$ cat src/rtl/fei4_frame_symbol_gen_if.sv
// ---------------------------------------------------------------------------
// fei4_frame_symbol_gen_if
// Bundles the readout-FIFO handshake and the symbol stream towards the
// 8b10b encoder. The "master" modport is the frame/symbol generator and the
// "slave" modport is its environment (FIFO + encoder + control).
// ---------------------------------------------------------------------------
interface fei4_frame_symbol_gen_if #(
    parameter int DATA_WIDTH = 24
);
    logic                  enable;
    logic                  emptyFifo;
    logic [DATA_WIDTH-1:0] data;
    logic                  readFifo;
    logic [7:0]            sym;
    logic                  sym_k;
    logic                  sym_strobe;
    logic                  frame_active;

    modport master (
        input  enable,
        input  emptyFifo,
        input  data,
        output readFifo,
        output sym,
        output sym_k,
        output sym_strobe,
        output frame_active
    );

    modport slave (
        output enable,
        output emptyFifo,
        output data,
        input  readFifo,
        input  sym,
        input  sym_k,
        input  sym_strobe,
        input  frame_active
    );
endinterface

$ cat src/rtl/fei4_frame_symbol_gen.sv
// ---------------------------------------------------------------------------
// fei4_frame_symbol_gen
// Output-data path of the FE-I4 emulator. Pulls DATA_WIDTH-bit hit records
// from the readout FIFO, splits them MSB byte first and wraps groups of up to
// MAX_RECORDS records into frames delimited by SOF_K / EOF_K. One symbol
// (plus K flag) is produced every SYM_PERIOD clocks, marked by sym_strobe.
//
// Optional build macro: FRAME_TRAILER_EN
//   When defined, a trailer data symbol carrying the 8-bit frame counter
//   (value before increment) is inserted between the last data byte and EOF.
//   When undefined, DATA goes straight to EOF; the frame counter still runs.
// ---------------------------------------------------------------------------
module fei4_frame_symbol_gen #(
    parameter int         DATA_WIDTH  = 24,
    parameter int         SYM_PERIOD  = 10,
    parameter int         MAX_RECORDS = 16,
    parameter logic [7:0] IDLE_K      = 8'h3C,
    parameter logic [7:0] SOF_K       = 8'hFC,
    parameter logic [7:0] EOF_K       = 8'hDC
) (
    input  logic clock,
    input  logic reset,
    fei4_frame_symbol_gen_if.master bus
);

    // -----------------------------------------------------------------------
    // Derived sizes
    // -----------------------------------------------------------------------
    localparam int NB = DATA_WIDTH / 8;
    localparam int TW = (SYM_PERIOD  > 1) ? $clog2(SYM_PERIOD)  : 1;
    localparam int IW = (NB          > 1) ? $clog2(NB)          : 1;
    localparam int RW = (MAX_RECORDS > 1) ? $clog2(MAX_RECORDS) : 1;

    localparam logic [TW-1:0] TICK_VAL = TW'(SYM_PERIOD - 1);
    localparam logic [IW-1:0] LAST_IDX = IW'(NB - 1);
    localparam logic [RW-1:0] LAST_REC = RW'(MAX_RECORDS - 1);

    // -----------------------------------------------------------------------
    // Parameter sanity (elaboration time only)
    // -----------------------------------------------------------------------
    if ((DATA_WIDTH < 8) || ((DATA_WIDTH % 8) != 0)) begin : g_bad_width
        $error("DATA_WIDTH must be a multiple of 8 and at least 8");
    end
    if (SYM_PERIOD < 3) begin : g_bad_period
        $error("SYM_PERIOD must be at least 3 so a record lands before the next tick");
    end
    if (MAX_RECORDS < 1) begin : g_bad_max
        $error("MAX_RECORDS must be at least 1");
    end

    // -----------------------------------------------------------------------
    // Frame state machine encoding
    // -----------------------------------------------------------------------
    typedef enum logic [1:0] {
        ST_IDLE    = 2'd0,
        ST_DATA    = 2'd1,
`ifdef FRAME_TRAILER_EN
        ST_TRAILER = 2'd3,
`endif
        ST_EOF     = 2'd2
    } state_t;

    // -----------------------------------------------------------------------
    // Byte selection: idx 0 is the most significant byte of the record.
    // -----------------------------------------------------------------------
    function automatic logic [7:0] select_byte(
        input logic [DATA_WIDTH-1:0] rec,
        input logic [IW-1:0]         idx
    );
        logic [7:0] b;
        b = 8'h00;
        for (int i = 0; i < NB; i++) begin
            if (idx == IW'(NB - 1 - i)) begin
                b = rec[8*i +: 8];
            end
        end
        return b;
    endfunction

    // -----------------------------------------------------------------------
    // Internal state
    // -----------------------------------------------------------------------
    logic [TW-1:0]         timer_r;
    logic                  tick_s;
    logic                  read_pend_r;
    logic [DATA_WIDTH-1:0] record_r;

    state_t                state_r;
    logic [IW-1:0]         idx_r;
    logic [RW-1:0]         rec_cnt_r;
    logic [7:0]            frame_cnt_r;

    logic [7:0]            sym_r;
    logic                  sym_k_r;
    logic                  strobe_r;
    logic                  read_fifo_r;
    logic                  active_r;

    // A tick marks the last clock of each symbol period; all FSM decisions
    // and the sampling of enable/emptyFifo happen only on that clock.
    assign tick_s = (timer_r == TICK_VAL);

    // Symbol period timer: counts 0..SYM_PERIOD-1 and wraps.
    always_ff @(posedge clock or posedge reset) begin
        if (reset) begin
            timer_r <= '0;
        end else if (tick_s) begin
            timer_r <= '0;
        end else begin
            timer_r <= timer_r + TW'(1);
        end
    end

    // Record latch: FIFO data is valid one clock after the read pulse, so the
    // pulse is delayed once and used as the capture enable.
    always_ff @(posedge clock or posedge reset) begin
        if (reset) begin
            read_pend_r <= 1'b0;
            record_r    <= '0;
        end else begin
            read_pend_r <= read_fifo_r;
            if (read_pend_r) begin
                record_r <= bus.data;
            end else begin
                record_r <= record_r;
            end
        end
    end

    // Frame FSM with registered symbol, strobe, read pulse and frame flag.
    always_ff @(posedge clock or posedge reset) begin
        if (reset) begin
            state_r     <= ST_IDLE;
            idx_r       <= '0;
            rec_cnt_r   <= '0;
            frame_cnt_r <= 8'h00;
            sym_r       <= IDLE_K;
            sym_k_r     <= 1'b1;
            strobe_r    <= 1'b0;
            read_fifo_r <= 1'b0;
            active_r    <= 1'b0;
        end else begin
            // Strobe and read request are single-clock pulses.
            strobe_r    <= 1'b0;
            read_fifo_r <= 1'b0;
            if (tick_s) begin
                strobe_r <= 1'b1;
                case (state_r)
                    ST_IDLE: begin
                        if (bus.enable && !bus.emptyFifo) begin
                            sym_r       <= SOF_K;
                            sym_k_r     <= 1'b1;
                            read_fifo_r <= 1'b1;
                            rec_cnt_r   <= '0;
                            idx_r       <= '0;
                            active_r    <= 1'b1;
                            state_r     <= ST_DATA;
                        end else begin
                            sym_r    <= IDLE_K;
                            sym_k_r  <= 1'b1;
                            active_r <= 1'b0;
                            state_r  <= ST_IDLE;
                        end
                    end

                    ST_DATA: begin
                        sym_r   <= select_byte(record_r, idx_r);
                        sym_k_r <= 1'b0;
                        if (idx_r != LAST_IDX) begin
                            idx_r <= idx_r + IW'(1);
                        end else if (!bus.emptyFifo && (rec_cnt_r < LAST_REC)) begin
                            // Next record continues the same frame; it is
                            // latched well before the following tick.
                            read_fifo_r <= 1'b1;
                            rec_cnt_r   <= rec_cnt_r + RW'(1);
                            idx_r       <= '0;
                        end else begin
                            // Records are never split: the frame closes only
                            // after the final byte of the current record.
`ifdef FRAME_TRAILER_EN
                            state_r <= ST_TRAILER;
`else
                            state_r <= ST_EOF;
`endif
                        end
                    end

`ifdef FRAME_TRAILER_EN
                    ST_TRAILER: begin
                        sym_r   <= frame_cnt_r;
                        sym_k_r <= 1'b0;
                        state_r <= ST_EOF;
                    end
`endif

                    ST_EOF: begin
                        // frame_active stays high through the EOF symbol and
                        // is cleared by the next IDLE decision.
                        sym_r       <= EOF_K;
                        sym_k_r     <= 1'b1;
                        frame_cnt_r <= frame_cnt_r + 8'd1;
                        state_r     <= ST_IDLE;
                    end

                    default: begin
                        sym_r    <= IDLE_K;
                        sym_k_r  <= 1'b1;
                        active_r <= 1'b0;
                        state_r  <= ST_IDLE;
                    end
                endcase
            end else begin
                state_r <= state_r;
            end
        end
    end

    // -----------------------------------------------------------------------
    // Outputs come straight from registers
    // -----------------------------------------------------------------------
    assign bus.sym          = sym_r;
    assign bus.sym_k        = sym_k_r;
    assign bus.sym_strobe   = strobe_r;
    assign bus.readFifo     = read_fifo_r;
    assign bus.frame_active = active_r;

endmodule
$ cat src/flat_wrapper.sv
// flat-port wrapper written by rule: the top's interface ports become plain ports
module fei4_frame_symbol_gen_flat 
#(
    parameter int         DATA_WIDTH  = 24,
    parameter int         SYM_PERIOD  = 10,
    parameter int         MAX_RECORDS = 16,
    parameter logic [7:0] IDLE_K      = 8'h3C,
    parameter logic [7:0] SOF_K       = 8'hFC,
    parameter logic [7:0] EOF_K       = 8'hDC
)
  (clock, reset, bus_enable, bus_emptyFifo, bus_data, bus_readFifo, bus_sym, bus_sym_k, bus_sym_strobe, bus_frame_active);
  fei4_frame_symbol_gen_if #(.DATA_WIDTH(DATA_WIDTH)) bus_i ();
  input  logic clock;
  input  logic reset;
  input wire logic [$bits(bus_i.enable)-1:0] bus_enable;
  input wire logic [$bits(bus_i.emptyFifo)-1:0] bus_emptyFifo;
  input wire logic [$bits(bus_i.data)-1:0] bus_data;
  output wire logic [$bits(bus_i.readFifo)-1:0] bus_readFifo;
  output wire logic [$bits(bus_i.sym)-1:0] bus_sym;
  output wire logic [$bits(bus_i.sym_k)-1:0] bus_sym_k;
  output wire logic [$bits(bus_i.sym_strobe)-1:0] bus_sym_strobe;
  output wire logic [$bits(bus_i.frame_active)-1:0] bus_frame_active;
  assign bus_i.enable = bus_enable;
  assign bus_i.emptyFifo = bus_emptyFifo;
  assign bus_i.data = bus_data;
  assign bus_readFifo = bus_i.readFifo;
  assign bus_sym = bus_i.sym;
  assign bus_sym_k = bus_i.sym_k;
  assign bus_sym_strobe = bus_i.sym_strobe;
  assign bus_frame_active = bus_i.frame_active;
  fei4_frame_symbol_gen #(.DATA_WIDTH(DATA_WIDTH), .SYM_PERIOD(SYM_PERIOD), .MAX_RECORDS(MAX_RECORDS), .IDLE_K(IDLE_K), .SOF_K(SOF_K), .EOF_K(EOF_K)) u_core (.clock(clock), .reset(reset), .bus(bus_i));
endmodule
$ cat config.mk
export PLATFORM = sky130hd
export DESIGN_NAME = fei4_frame_symbol_gen_flat
export DESIGN_NICKNAME = d
export VERILOG_FILES = /design/src/rtl/fei4_frame_symbol_gen_if.sv /design/src/rtl/fei4_frame_symbol_gen.sv /design/src/flat_wrapper.sv
export SDC_FILE = /design/constraint.sdc
export NUM_CORES = 1
export LEC_CHECK = 0
export BUFFER_PORTS_ARGS = -buffer_cell sky130_fd_sc_hd__buf_2
export CAP_MARGIN = 20
export CELL_PAD_IN_SITES_DETAIL_PLACEMENT = 1
export CELL_PAD_IN_SITES_GLOBAL_PLACEMENT = 2
export CORE_AREA = 2 2 79 81
export CTS_CLUSTER_SIZE = 28
export DETAILED_ROUTE_END_ITERATION = 12
export DIE_AREA = 0 0 81 83
export PLACE_DENSITY = 0.81
export SETUP_SLACK_MARGIN = 0.15
export SLEW_MARGIN = 10
export SYNTH_ARGS = -nofsm -noshare
export SYNTH_HDL_FRONTEND = slang
export SYNTH_SLANG_ARGS = --single-unit
$ cat constraint.sdc
create_clock -name clock -period 2.7 [get_ports clock]
set_input_delay 0.27 -clock clock [delete_from_list [all_inputs] [get_ports clock]]
set_output_delay 0.27 -clock clock [all_outputs]
set_load 0.03 [all_outputs]
==> results of run 1 <==
-- worst paths after layout --
| check | to | cells after the start | start |
|---|---|---|---|
| max | u_core.rec_cnt_r[2]$_DFFE_PP0P_ | 6 | u_core.state_r[1]$_DFFE_PP0P_ |
| min | u_core.record_r[18]$_DFFE_PP0P_ | 2 | bus_data[18] |
| max reg2reg | u_core.rec_cnt_r[2]$_DFFE_PP0P_ | 6 | u_core.state_r[1]$_DFFE_PP0P_ |
| min reg2reg | u_core.read_pend_r$_DFF_PP0_ | 0 | u_core.bus.readFifo$_DFF_PP0_ |
| max in group asynchronous | u_core.bus.frame_active$_DFFE_PP0P_ | 4 | reset |
| min in group asynchronous | u_core.read_pend_r$_DFF_PP0_ | 3 | reset |
-- kinds of logic (layout without fill, tap and decap cells) --
kind of cell,after synthesis,count (layout)
flip-flops,49,49
multiplexers,36,36
buffers and inverters,15,58
XOR/XNOR,1,1
AND/OR/NAND/NOR,39,39
adder cells (fa/ha/maj),5,5
AO/OA/AOI/OAI,40,40
-- cells in the mapped netlist (2+ instances only) --
cell,n
a21o_1,2
a21oi_1,7
a22o_1,4
buf_2,5
clkbuf_1,4
dfrtp_1,44
dfstp_2,5
ha_1,5
inv_1,5
mux2_2,26
mux2i_1,10
nand2_1,15
nand3_1,5
nor2_1,6
nor2b_1,3
nor3b_1,3
o21ai_0,8
o22ai_1,3
o2bb2ai_1,5
o31ai_1,6
-- state kept, by name (all words and copies together), names as in the netlist --
register	flops
u_core.rec_cnt_r	4
u_core.record_r	24
u_core.bus.frame_active	1
u_core.timer_r	4
u_core.state_r	2
u_core.bus.sym	8
u_core.bus.sym_strobe	1
u_core.bus.sym_k	1
u_core.read_pend_r	1
u_core.bus.readFifo	1
u_core.idx_r	2
-- routing by layer --
metal  GRT usage [%]  vias to the layer above  wire, um
li1                -                      751         -
met1            18.9                      743      2130
met2            23.7                       23      2310
met3            3.48                        6       178
met4            4.62                        0        59
met5               0                        -         0
-- layout by cell type (no fill, tap or decap), types with 2 or more instances in the layout --
cell type and n:
a21o_1 2, a21oi_1 7, a22o_1 4, buf_2 39
buf_4 3, clkbuf_8 5, clkinv_2 2, dfrtp_1 44
dfstp_2 5, ha_1 5, inv_1 4, mux2_2 26
mux2i_1 10, nand2_1 15, nand3_1 5, nor2_1 6
nor2b_1 3, nor3b_1 3, o21ai_0 8, o22ai_1 3
o2bb2ai_1 5, o31ai_1 6
-- cell type report --
type,count,area share [%]
Sequential cell,49,46.2
Multi-Input combinational cell,121,35.9
Timing Repair Buffer,44,9.29
Tap cell,75,3.52
Clock buffer,5,2.58
Clock inverter,3,1.64
Inverter,6,0.892
-- power by group --
group | internal [mW] | total [mW] | switching (mW)
registers | 0.780 | 0.808 | 0.0273
logic | 0.0812 | 0.179 | 0.0978
clock network | 0.278 | 0.527 | 0.249
total | 1.14 | 1.51 | 0.374
-- critical path: stages (launching register included) --
cell and delay [ns]:
dfrtp_1 0.42, inv_1 0.09, ha_1 0.48, nor2b_1 0.27, o21ai_2 0.11, or4b_1 0.51
nand3_1 0.09
-- timing repair --
item,4_1_cts,5_1_grt
buffers inserted,0,0
hold endpoints to repair,0,8
hold buffers,0,1
-- stage by stage --
step	hold WS [ns]	area, um2	cells	power, mW	setup WS, ns
3_3_place_gp	0.360	2520	293	0.996	0.763
6_report	0.187	2670	303	1.51	0.680
3_5_place_dp	0.388	2520	293	1.00	0.675
4_1_cts	0.177	2640	301	1.54	0.665
2_1_floorplan	0.422	2250	185	0.936	1.07
5_1_grt	0.188	2670	303	1.59	0.518
==> impl_metrics.toml, run 1 <==
[worst_setup_path]
worst_setup_path_end_kind = "flip-flop"
cp.arrival_ns = 2.26
regToRegSetupSlack_ns = 0.68
cp-start-kind = "flip-flop"
crit_fanout = 17
crit_type = "flip-flop to flip-flop"
worst_ep_required_time_ns = 2.94

[sta]
skew_ns = 0.00888
fmax_mhz = 495
fin_crit_sh_pct = 74.8
setup_viol = 0
slew_violations = 0
hold_viol = 0
worst_slew_pin_slew_ns = 0.511
relSlewSlack_pct = 65.9
finalSetupTns_ns = 0
post-route-min-period_ns = 2.02
rsz0062_at_grt = "false"

[placed_design]
post-dp-hpwl_mm = 3.46
portBuffers = 39
gp_congestion = 0.748

[synth]
yosysSeqAreaShare_pct = 54.7
syn_area_um2 = 2250
syn_inst = 185
yosysTopAreaCellShare_pct = 48.9
synthAdderAreaFrac_pct = 2.78
synth_top_family_by_area = "multiplexers"
yosysTopAreaCell = "dfrtp_1"
ys_ff_latch = 49
synth_ff_type = "dfrtp_1"
synth_xor_xnor_area_share_pct = 0.389
synth-compound-area-share_pct = 12.2
muxShareOfSynthArea_pct = 17.4
yosysUniqueCellTypes = 34
synth-simple-area-share_pct = 9.67
synth_area_leaders = "dfrtp_1 49%, mux2_2 13%, dfstp_2 5.8%, mux2i_1 4.4%, ha_1 2.8%"
avgSynthCellArea_um2 = 12.2
synth_fp_nets = 218
async_flop_share_pct = 100
ys_warn_count = 0
synth_edf_count = 0

[power]
p_leak_nw = 1.26
powerDensity_nw_per_um2 = 568
peakVddDrop_uv = 258

[cts]
clock_latency_ns = 0.30
htree_num_levels = 2
root_buffer = "clkbuf_8"
clkTransAtPathRegs_ns = 0.10
cts_tree = "built"
cts_sinks = 49
numCtsBuffers = 5
clockBufferDepth = 2
post_cts_resized = 0

[job]
maxCapViolations = 0

[routing]
viasPerCell = 5.03
num_vias = 1523
drt-wirelength-per-cell_um = 15.4
wl_mm = 4.67
drc = 0
drt_iter0_markers = 73
dr.pass1.iters = 4
ant_nets = 0

[global_route]
grt_max_degree = 48
grt_pass1_vias = 1555
grt_pass1_wl_mm = 7.51
grt-ovfl-total = 0
grt_usage_pct = 14.6
antenna_found_initial = 0

[die]
initial_utilization_pct = 38.7
dieHeight_um = 83
die_w_um = 81
ios = 40
core_um2 = 5820
die_area_um2 = 6720
row_count = 28

[cells_and_area]
nNetsFinal = 260
multi_input_area_um2 = 956
layout.area.seq_um2 = 1230
antenna_cells = 0
fillCellCount = 663
final_util_pct = 45.8
areaGrowthSynthToFinish_pct = 18.4
drive_gt1_share_pct = 38.2

[hold_path]
hold_class = "primary input to flip-flop"

[run_status]
outcome = "finished, final reports clean"
(Power assumes the default switching activity.)
==> inputs of run 2 (changes only) <==
CORE_AREA = 2 2 86 88   (was 2 2 79 81)
DIE_AREA = 0 0 88 90   (was 0 0 81 83)
PLACE_DENSITY = 0.72   (was 0.81)
clock period = 1.7 ns   (was 2.7 ns; I/O delays follow)
==> run 2 against run 1 <==
Effect of this change: clock skew is 0.0061 ns lower; largest cell class unchanged; critical endpoint unchanged; clock power is 34% higher; largest power group unchanged; critical path depth stayed put; combinational power is 91% higher; final cell count is 14% higher.
==> impl_metrics.toml, run 2 (same netlist as run 1, synthesis figures left out) <==
[sta]
fmax_mhz = 632
post-route-min-period_ns = 1.58
fin_hold_ws_ns = 0.102
relSlewSlack_pct = 67.8
fin_crit_sh_pct = 93.1
setup_viol = 0
hold_viol = 0
worst_slew_pin_slew_ns = 0.483
rsz0062_at_grt = "true"
slew_violations = 0
skew_ns = 0.00280
finalSetupTns_ns = 0

[cts]
clock_latency_ns = 0.29
cts_tree = "built"
htree_num_levels = 2
cts_sinks = 49
clockBufferDepth = 2
numCtsBuffers = 5
clkTransAtPathRegs_ns = 0.09
root_buffer = "clkbuf_8"

[die]
core_um2 = 7020
die_w_um = 88
row_count = 31
ios = 40
die_area_um2 = 7920
dieHeight_um = 90
initial_utilization_pct = 32.1

[cells_and_area]
antenna_cells = 0
drive_gt1_share_pct = 48.4
areaGrowthSynthToFinish_pct = 28.9
fillCellCount = 767
largest_register = "u_core.record_r"
layout_commonest_cell = "dfrtp_1"
postLayoutCellArea_um2 = 2900
layout_common_cells = "43 x dfrtp_1, 39 x buf_2, 25 x mux2_2"
fin_cells = 345
nNetsFinal = 279
largest_reg_flops = 24
final_util_pct = 41.3

[job]
maxCapViolations = 0

[power]
powerDensity_nw_per_um2 = 802
power.internal_mw = 1.73
combPwrFrac_pct = 14.7
power_frac_clock_pct = 30.3
sw_frac_of_total_pct = 25.8
p_seq_share_pct = 55.0
p_switching_mw = 0.599
peakVddDrop_uv = 315
p_leak_nw = 1.35

[hold_path]
whs_path_depth = 2
hold_class = "primary input to flip-flop"

[worst_setup_path]
crit_type = "flip-flop to flip-flop"
cp-start-kind = "flip-flop"
worst_ep_required_time_ns = 1.94
cp.arrival_ns = 1.82
regToRegSetupSlack_ns = 0.12
timing.rr.end = "u_core.rec_cnt_r[2]$_DFFE_PP0P_"
worst_setup_path_end_kind = "flip-flop"
reg2reg_depth = 6
r2r-start = "u_core.state_r[1]$_DFFE_PP0P_"
cp-endpoint = "u_core.rec_cnt_r[2]$_DFFE_PP0P_"
startpoint = "u_core.state_r[1]$_DFFE_PP0P_"
crit_fanout = 6

[routing]
drc = 0
dr.pass1.iters = 4
drt_iter0_markers = 48
num_vias = 1616
viasPerCell = 4.68
wl_mm = 5.08
ant_nets = 0
drt-wirelength-per-cell_um = 14.7

[global_route]
grt_pass1_vias = 1675
antenna_found_initial = 0
grt-ovfl-total = 0
grt_pass1_wl_mm = 8.57
grt_max_degree = 30
grt_usage_pct = 13.7

[placed_design]
portBuffers = 39
post-dp-hpwl_mm = 3.72
dp_cells = 328
gp_congestion = 0.719
placed_area_um2 = 2690

[run_status]
outcome = "finished, final reports clean"
[run 2: cell count changes in the layout (fill, tap and decap cells not counted), sizes merged]
cell      before  now
bufinv         1    0
clkbuf         5    6
clkinv         2    1
buf           43   62
inv            6    5
clkinvlp       0    1
[run 2: layout make-up]
class                   count  area, um2  area share, %
clock inverters             1       7.51          0.259
clock buffers               6       82.6           2.84
multi-input cells         121       1040           35.7
flip-flops and latches     49       1230           42.5
inverters                   6       23.8          0.819
repair buffers             63        394           13.6
well taps                  99        124           4.27
[run 2: worst min-delay path by stage]
stage / start / end / slack [ns]
3_5_place_dp: reset / u_core.bus.sym_strobe$_DFF_PP0_ / 0.22
4_1_cts: bus_data[12] / u_core.record_r[12]$_DFFE_PP0P_ / 0.09
6_report: bus_data[2] / u_core.record_r[2]$_DFFE_PP0P_ / 0.10
5_1_grt: bus_data[1] / u_core.record_r[1]$_DFFE_PP0P_ / 0.09
3_3_place_gp: reset / u_core.bus.sym_strobe$_DFF_PP0_ / 0.21
2_1_floorplan: bus_data[0] / u_core.record_r[0]$_DFFE_PP0P_ / 0.32
[run 2: power by group through the flow]
stage / combinational [mW] / clock [mW] / sequential, mW
6_report: 0.342 / 0.706 / 1.28
3_3_place_gp: 0.306 / 0 / 1.30
2_1_floorplan: 0.168 / 0 / 1.33
3_5_place_dp: 0.312 / 0 / 1.31
5_1_grt: 0.377 / 0.790 / 1.29
4_1_cts: 0.332 / 0.742 / 1.28
[run 2: timing repair]
action | CTS | global route
setup buffers | 7 | 2
setup endpoints to repair | 4 | 12
resized for setup | 1 | 12
endpoints found under the hold margin | 17 | 0
pin swaps | 2 | 5
hold buffers | 1 | 0
[run 2: through the flow]
step,power (mW),setup slack (ns)
global route,2.46,0.0321
finish,2.33,0.117
detailed placement,1.62,0.0691
global placement,1.61,0.119
CTS,2.36,0.129
floorplan,1.50,0.166
[run 2: routing by layer]
metal  up-vias  routed length [um]  track usage, %
met2        22                2600            21.8
met3         7                 150            2.39
met5         -                   0               0
met1       798                2270            19.0
li1        789                   -               -
met4         0                  66            4.23
[run 2: critical path, stage by stage (launching register included)]
cell     delay [ns]
dfrtp_1        0.40
inv_2          0.11
ha_4           0.17
and3b_2        0.23
o21ai_4        0.08
or4b_1         0.46
nand3_1        0.08
==> inputs of run 3 (changes only) <==
ABC_AREA = 1   (was default)
CORE_AREA = 2 2 91 93   (was 2 2 86 88)
DIE_AREA = 0 0 93 95   (was 0 0 88 90)
PLACE_DENSITY = 0.71   (was 0.72)
==> run 3 against run 2 <==
Effect of this change: power rose by 21%; via count grew 9.2%; combinational power up 75%; critical path depth up 3; non-clock buffer count shrank 16; routed wire length increased by 4.7%; final cell count grew 13%; fmax is 9.5% higher; die area grew 12%; clock skew increased by 0.0072 ns; setup slack gained 0.14 ns; synthesized cell count up 28%.
==> impl_metrics.toml, run 3 <==
[cells_and_area]
fillCellCount = 951
antenna_cells = 0
fin_cells = 389
final_util_pct = 36.3
layout_common_cells = "57 x nand2_1, 42 x dfrtp_1, 39 x buf_2"
areaGrowthSynthToFinish_pct = 21.3
drive_gt1_share_pct = 39.1
largest_reg_flops = 24
layout_commonest_cell = "nand2_1"
largest_register = "u_core.record_r"
nNetsFinal = 317

[worst_setup_path]
cpLargestDelayFamily = "simple AND/OR/NAND/NOR gates"
cp.arrival_ns = 1.64
crit_fanout = 5
cp-start-kind = "flip-flop"
cp_slowest_cell = "dfrtp_2"
reg2reg_depth = 9
path_buf_inv = 2
crit_path_max_incr_delay_ns = 0.45
crit_type = "flip-flop to flip-flop"
cp_cell_sequence = "inv_1, ha_4, inv_1, nand2_1, nand3_4, nor2_8, nand2_2, nand2_1, nand2_1"
timing.rr.end = "u_core.rec_cnt_r[1]$_DFFE_PP0P_"
r2r-start = "u_core.state_r[0]$_DFFE_PP0P_"
regToRegSetupSlack_ns = 0.25
worst_setup_path_end_kind = "flip-flop"
crit_top_cell = "nand2_1"
worst_ep_required_time_ns = 1.89

[sta]
rsz0062_at_grt = "false"
skew_ns = 0.00999
worst_slew_pin_slew_ns = 0.477
slew_violations = 0
fmax_mhz = 692
hold_viol = 0
post-route-min-period_ns = 1.45
finalSetupTns_ns = 0
relSlewSlack_pct = 68.2
fin_hold_ws_ns = 0.0791
setup_viol = 0
fin_crit_sh_pct = 85.0

[hold_path]
hold_class = "primary input to flip-flop"
hold_start = "bus_data[0]"
whs_path_depth = 3
hold-path-endpoint = "u_core.record_r[0]$_DFFE_PP0P_"

[synth]
synth_ff_type = "dfrtp_1"
yosysTopAreaCellShare_pct = 46.5
ys_ff_latch = 49
yosysTopAreaCell = "dfrtp_1"
syn_inst = 237
async_flop_share_pct = 100
synth_common_cells = "57 x nand2_1, 44 x dfrtp_1, 28 x nand3_1, 22 x mux2_2, 13 x inv_1"
synth.most_common_cell = "nand2_1"
synth_edf_count = 0
yosysSeqAreaShare_pct = 52.0
synth_fp_nets = 270
syn_area_um2 = 2370
yosysUniqueCellTypes = 34
synth_area_leaders = "dfrtp_1 46%, mux2_2 10%, nand2_1 9.0%, nand3_1 5.9%, dfstp_2 5.5%"
ys_warn_count = 0
avgSynthCellArea_um2 = 9.99

[global_route]
grt_pass1_vias = 1836
grt_pass1_wl_mm = 8.98
grt-ovfl-total = 0
grt_usage_pct = 13.0
grt_max_degree = 30
antenna_found_initial = 0

[routing]
drt_iter0_markers = 43
drc = 0
routed-wl-met3_um = 214
dr.max_layer_used = "met4"
wl_mm = 5.32
num_vias = 1764
wirelength_met1_mm = 2.54
ant_nets = 0
viasPerCell = 4.53
dr.pass1.iters = 4
drt-wirelength-per-cell_um = 13.7
wl_met2_mm = 2.49

[cts]
clockBufferDepth = 2
cts_tree = "built"
cts_sinks = 49
htree_num_levels = 2
clock_latency_ns = 0.30
clkTransAtPathRegs_ns = 0.09
numCtsBuffers = 5
root_buffer = "clkbuf_8"

[die]
ios = 40
die_w_um = 93
core_um2 = 7930
initial_utilization_pct = 29.9
dieHeight_um = 95
row_count = 33
die_area_um2 = 8840

[run_status]
outcome = "finished, final reports clean"

[power]
p_leak_nw = 1.41
peakVddDrop_uv = 300
power.total_mw = 2.81
powerDensity_nw_per_um2 = 976

[job]
maxCapViolations = 0

[placed_design]
post-dp-hpwl_mm = 4.09
portBuffers = 39
dp_cells = 380
gp_congestion = 0.724
==> run 3: changes by cell type in the layout (fill, tap and decap cells not counted), moves of 7 or more <==
cell / previous run / this run
nor2_1: 5 / 12
nand3_1: 5 / 28
nand2_1: 14 / 57
inv_1: 2 / 11
buf_4: 21 / 6
mux2i_1: 10 / 0
==> run 3: worst min-delay path, delay by kind of cell <==
family                 cells  cell delay [ns]
buffers and inverters      1             0.08
AOI/OAI and AO/OA          1             0.06
and+or+nand+nor            1             0.04
==> run 3: power breakdown <==
group / switching [mW] / leakage [nW] / internal [mW]
logic: 0.344 / 0.731 / 0.253
registers: 0.0826 / 0.620 / 1.30
clock network: 0.389 / 0.0546 / 0.436
total: 0.816 / 1.41 / 1.99
==> run 3: worst max path at each step <==
stage / cells past startpoint / end / startpoint
global route: 9 / u_core.idx_r[1]$_DFFE_PP0P_ / u_core.state_r[0]$_DFFE_PP0P_
finish: 9 / u_core.rec_cnt_r[1]$_DFFE_PP0P_ / u_core.state_r[0]$_DFFE_PP0P_
CTS: 5 / u_core.bus.sym[2]$_DFFE_PP1N_ / u_core.state_r[0]$_DFFE_PP0P_
floorplan: 9 / u_core.idx_r[1]$_DFFE_PP0P_ / u_core.state_r[1]$_DFFE_PP0P_
detailed placement: 9 / u_core.idx_r[0]$_DFFE_PP0P_ / u_core.state_r[1]$_DFFE_PP0P_
global placement: 5 / u_core.bus.sym[2]$_DFFE_PP1N_ / u_core.state_r[0]$_DFFE_PP0P_
==> run 3: kinds of logic after synthesis <==
| family | synth area share [%] |
|---|---|
| AO/OA/AOI/OAI | 3.96 |
| XOR/XNOR | 1.11 |
| adder cells (fa/ha/maj) | 2.64 |
| buffers and inverters | 5.39 |
| flip-flops | 52.0 |
| multiplexers | 10.5 |
| AND/OR/NAND/NOR | 24.4 |
==> run 3: repair_timing <==
action                                  4_1_cts  5_1_grt
endpoints found under the hold margin        19        0
resized for setup                             0       11
setup buffers                                 0        1
hold buffers                                  1        0
endpoints found under the setup margin        0       15
==> run 3: layout make-up <==
| class | count | area [um2] | area share (%) |
|---|---|---|---|
| multi-input cells | 162 | 1050 | 36.6 |
| clock inverters | 2 | 38.8 | 1.35 |
| inverters | 19 | 77.6 | 2.70 |
| repair buffers | 47 | 270 | 9.40 |
| well taps | 105 | 131 | 4.57 |
| flip-flops and latches | 49 | 1230 | 43.0 |
| clock buffers | 5 | 68.8 | 2.39 |
==> run 3: routing by layer <==
layer  vias to the layer above  global-route usage (%)
met3                         7                    2.79
li1                        867                       -
met1                       859                    17.2
met5                         -                       0
met2                        31                    21.6
met4                         0                    4.04
==> run 3: through the flow <==
stage,cell area (um2),setup slack [ns]
after floorplan,2370,0.357
after global placement,2700,0.199
after detailed placement,2700,0.203
after CTS,2820,0.169
after global routing,2870,0.161
final,2870,0.254
